**src/rtl/imm_ext_stage.sv**
```systemverilog
// imm_ext_stage: registered immediate extender with branch mode, prefix combining, stall/flush.
// Optional BRANCH op (ext_op 011) is built only when EXT_BRANCH_EN is defined.
module imm_ext_stage #(
  parameter int IN_W  = 16,
  parameter int OUT_W = 32
) (
  input  logic             clk,
  input  logic             reset,
  input  logic             in_valid,
  input  logic             stall,
  input  logic             flush,
  input  logic [IN_W-1:0]  imm_in,
  input  logic [2:0]       ext_op,
  output logic             out_valid,
  output logic [OUT_W-1:0] imm_out,
  output logic             prefix_armed
);
  localparam int PW = OUT_W - IN_W;
  typedef enum logic {IDLE, ARMED} state_t;
  state_t           state_q, state_d;
  logic [PW-1:0]    prefix_q, prefix_d;
  logic             valid_q, valid_d;
  logic [OUT_W-1:0] imm_q, imm_d;
  logic [OUT_W-1:0] zero_ext, sign_ext, upper_ext, branch_ext, ext_res;
  assign zero_ext  = {{PW{1'b0}}, imm_in};
  assign sign_ext  = {{PW{imm_in[IN_W-1]}}, imm_in};
  assign upper_ext = {imm_in, {PW{1'b0}}};
`ifdef EXT_BRANCH_EN
  assign branch_ext = {sign_ext[OUT_W-3:0], 2'b00};
`else
  assign branch_ext = '0;
`endif
  assign ext_res = ext_op == 3'b000 ? zero_ext  :
                   ext_op == 3'b001 ? sign_ext  :
                   ext_op == 3'b010 ? upper_ext :
                   ext_op == 3'b011 ? branch_ext : '0;
  always_comb begin
    state_d  = state_q;
    prefix_d = prefix_q;
    valid_d  = 1'b0;
    imm_d    = imm_q;
    if (flush) begin
      state_d  = IDLE;
      prefix_d = '0;
    end else if (stall) begin
      valid_d = valid_q;
    end else if (in_valid) begin
      if (ext_op == 3'b100) begin
        state_d  = ARMED;
        prefix_d = imm_in[PW-1:0];
      end else begin
        valid_d = 1'b1;
        imm_d   = state_q == ARMED ? {prefix_q, imm_in} : ext_res;
        state_d = IDLE;
      end
    end
  end
  always_ff @(posedge clk) begin
    if (reset) begin
      state_q  <= IDLE;
      prefix_q <= '0;
      valid_q  <= 1'b0;
      imm_q    <= '0;
    end else begin
      state_q  <= state_d;
      prefix_q <= prefix_d;
      valid_q  <= valid_d;
      imm_q    <= imm_d;
    end
  end
  assign out_valid    = valid_q;
  assign imm_out      = imm_q;
  assign prefix_armed = state_q == ARMED;
endmodule

```
**config.mk**
```make
export PLATFORM = sky130hd
export DESIGN_NAME = imm_ext_stage
export DESIGN_NICKNAME = d
export VERILOG_FILES = /design/src/rtl/imm_ext_stage.sv
export SDC_FILE = /design/constraint.sdc
export NUM_CORES = 1
export LEC_CHECK = 0
export CORE_ASPECT_RATIO = 0.75
export CORE_UTILIZATION = 50
export DETAILED_ROUTE_END_ITERATION = 6
export GPL_ROUTABILITY_DRIVEN = 0
export GPL_TIMING_DRIVEN = 1
export HOLD_SLACK_MARGIN = 0.03
export PLACE_DENSITY = 0.81
export SYNTH_ARGS = -nofsm -noshare
export SYNTH_HDL_FRONTEND = slang
export SYNTH_SLANG_ARGS = --single-unit
```
**constraint.sdc**
```tcl
create_clock -name clk -period 3.7 [get_ports clk]
set_input_delay 0.555 -clock clk [delete_from_list [all_inputs] [get_ports clk]]
set_output_delay 0.555 -clock clk [all_outputs]
set_load 0.02 [all_outputs]
```
Word-level counts from Yosys, hierarchy flattened --
Index checks and enable logic that the tools add are counted.
Storage, ports and cells: word-level logic and storage cells 22, register bits after elaboration 50, bits of input ports 24
Cells by class: equal/unequal tests 3, muxes and demuxes 7, bitwise logic cells 3, reduce and logical (&&, ||, !) cells 5
Operator list (count):
- 32-bit 2-to-1 mux | 4
- 4-bit AND reduction | 1
- 3-bit by 1-bit == test with 1-bit output (second input constant) | 1
- 3-bit by 2-bit == test with 1-bit output (second input constant) | 1
- 3-bit == test (second input constant) | 1
- 3-bit logical NOT | 1
- 1-bit 2-to-1 mux | 3
- 1-bit inverter | 3
- 3-bit AND reduction | 1
- 2-bit AND reduction | 1
- 2-bit OR reduction | 1

Longest topological paths before layout --
word-level depth 5, mapped depth 6, mapped depth without buffers 3

Least setup slack after synthesis --
Ideal clock, no wire load.
path type input to register, start in ext_op[0], end reg prefix_q[12], arrival time 1.532 ns, stages on the path 6, slack 2.036 ns, required time 3.568 ns, setup time 0.132 ns, cells stage by stage buf_6 or3b_1 clkbuf_1 buf_2 o21ai_0 a21oi_1
On the way: longest elaborated chain between the ends 2
RTL lines:
- start: declaration | RTL line 13 | input logic [2:0] ext_op,
- 3-bit == test | RTL line 48 | if (ext_op == 3'b100) begin
- 3-bit AND reduction (no source line)
- end signal: assignment | RTL line 66 | prefix_q <= prefix_d;
- end: declaration | RTL line 21 | logic [PW-1:0] prefix_q, prefix_d;
Every way passes these cells. A chain may end at the register's enable or synchronous reset.

Final worst setup path --
start in in_valid, end reg imm_q[30], in the netlist imm_out[30]
On the way: longest elaborated chain between the ends 1
RTL lines:
- start: declaration | RTL line 9 | input logic in_valid,
- 4-bit AND reduction (no source line)
- end signal: assignment | RTL line 68 | imm_q <= imm_d;
- end: declaration | RTL line 23 | logic [OUT_W-1:0] imm_q, imm_d;
Every way passes these cells.

==> results.cfg <==
[global_route]
grt_pass1_vias = 2141
globalRouteTotalUtil_pct = 27.6
grt_max_degree = 34
grt_overflow = 0
antenna_found_initial = 0
grt_pass1_wl_um = 10100

[routing]
wirelength_um = 6320
drc = 0
dr.pass1.iters = 5
viasPerCell = 6.34
initialDrtViolationCount = 159
postRouteAntennaNets = 0
vias = 2339
wl_per_cell_um = 17.1

[sta]
slew_viol_final = 0
rsz0062_at_grt = false
fmax_mhz = 442
timing.final.crit_period_ns = 2.26
setup-violations-final = 0
finClkSkew_ns = 0.00594
hold_viol = 0
tightest_slew_ns = 0.838
fin_ws_ns = 1.44
maxSlewHeadroom_pct = 43.9
setup_tns_ns = 0
whs_ns = 0.480
fin_crit_sh_pct = 61.1

[critical_path]
slowest_stage = nor3b_2
worst-setup-path-type = input pin to register
worstPathArrival_ns = 2.47
cp.required_ns = 3.91
crit_chain = clkdlybuf4s50_1, nor3b_2, buf_4, a21oi_1, a311oi_1
endpoint_kind = register
worstSetupStartpointType = input pin
worstPathMaxFanout = 23
crit_family = buffers and inverters
cpPeakStageDelay_ns = 0.60
cp.buffers_inverters = 2

[synth]
syn_nets = 297
seq_area_frac_synth_pct = 43.7
synth.yosys.warnings = 0
synthCells = 273
synth_top_cell_by_area = dfxtp_1
synth_cell_type_count = 29
synthArstFlopShare_pct = 0
ys_top_cells_by_count = 50 x dfxtp_1, 48 x a21oi_1, 46 x o21ai_0
synth.most_common_cell = dfxtp_1
synth_top_area_share_pct = 43.7
synth_area_leaders = dfxtp_1 44%, a21oi_1 10%, o21ai_0 10%
syn_avg_cell_area_um2 = 8.40
ys_ff_latch = 50
synth_edf_count = 0
ys.flop_type = dfxtp_1
syn_area_um2 = 2290

[cts]
cts_buffers = 5
cts.sinks = 50
ctsHtreeMaxLevel = 2
root_buffer = clkbuf_8
clockBufferDepth = 2
clkTransAtPathRegs_ns = 0.09
postCtsResizedCells = 0
cts_tree = yes
clk-insertion-delay-late_ns = 0.31
holdBufCountCts = 0
postCtsSetupBuffers = 0

[pwr]
p_leak_nw = 0.934
internal_power_mw = 0.750
sequentialPowerShare_pct = 54.4
powerDensity_nw_per_um2 = 350
pwr-share-comb_pct = 15.7
swShare_pct = 26.7
power_mw = 1.02
ir_drop_mv = 0.200
switching_power_mw = 0.273
p_clk_share_pct = 29.8

[run_status]
status = finished, final reports clean

[floorplan]
rows = 20
io_pins = 58
start_util_pct = 54.2
core_area_um2 = 4230
die_y_um = 60.6
die_w_um = 80.2
die_area_um2 = 4860

[layout]
area_growth_pct = 27.3
antenna_cells = 0
nets = 338
final_util_pct = 69.0
drive_above_1_share_pct = 7.64
fin_cells = 369
stdcell_area_um2 = 2920

[hold_path]
hold_path.class = register to register

[place]
placed_cell_area_um2 = 2840
placedCellCount = 362
io_buffer_count = 57
place_ws_ns = 1.16
hpwl_um = 4180

[flow_run]
drv_cap = 0
cells in the final DEF (no fill, tap or decap):
cell,synthesis,final
nor2b_1,1,1
o21ai_0,46,46
dfxtp_1,50,50
and3b_2,6,6
a22oi_1,1,1
or4b_1,1,1
nor2_4,1,1
clkdlybuf4s50_1,0,57
nand2_1,16,16
clkbuf_1,14,2
or2_2,1,1
buf_4,1,9
and3b_1,10,10
nor2_1,3,3
a211oi_1,1,1
o21bai_1,1,1
nand2b_1,1,1
or3b_1,2,2
xnor2_1,1,1
o21ai_1,1,1
a311oi_1,16,16
a21oi_1,48,48
clkbuf_8,0,5
nor3b_4,1,1
nor3b_2,1,1
nand4_1,16,16
nand3_1,16,16
worst paths after layout:
check                                   end  cells past startpoint  slack (ns)          from
worst max-delay path            imm_out[30]                      5        1.44      in_valid
worst min-delay path            imm_out[14]                      2        0.48   imm_out[14]
worst max register to register  imm_out[29]                      4        1.83  prefix_armed
worst min register to register  imm_out[14]                      2        0.48   imm_out[14]
layout make-up:
cell class                      count  area [um2]
Clock buffer                        7        76.3
Tap cell                           55        68.8
Timing Repair Buffer               66         638
Multi-Input combinational cell    191        1130
Fill cell                         371        1310
Sequential cell                    50        1000
kinds of logic (layout without fill, tap and decap cells):
| family | after synthesis | after routing | synth area share (%) |
|---|---|---|---|
| simple gates | 76 | 76 | 21.3 |
| compound gates | 114 | 114 | 27.8 |
| xor+xnor | 1 | 1 | 0.382 |
| buf+inv | 32 | 73 | 6.82 |
| flops | 50 | 50 | 43.7 |
tightest hold or removal path, delay by kind of cell, from the launching register on:
| kind | cells | cell delay, ns |
|---|---|---|
| flops | 1 | 0.32 |
| compound gates | 2 | 0.11 |
power groups by stage:
stage / registers [mW] / logic (mW) / clock network (mW)
detailed placement: 0.569 / 0.159 / 0
floorplan: 0.582 / 0.0731 / 0
global route: 0.558 / 0.172 / 0.334
CTS: 0.557 / 0.159 / 0.309
finish: 0.557 / 0.161 / 0.305
global placement: 0.569 / 0.155 / 0
routing by layer:
| layer | up-vias | routed length [um] | global-route usage (%) |
|---|---|---|---|
| met5 | - | 0 | 0 |
| met4 | 0 | 87 | 7.65 |
| met3 | 11 | 527 | 8.12 |
| met2 | 113 | 2980 | 46.4 |
| met1 | 1125 | 2720 | 35.3 |
| li1 | 1090 | - | - |
sequential cells by signal, indices dropped and copies added (netlist names):
signal / cells
out_valid: 1
prefix_armed: 1
imm_out: 32
prefix_q: 16
(Power assumes the default switching activity.)
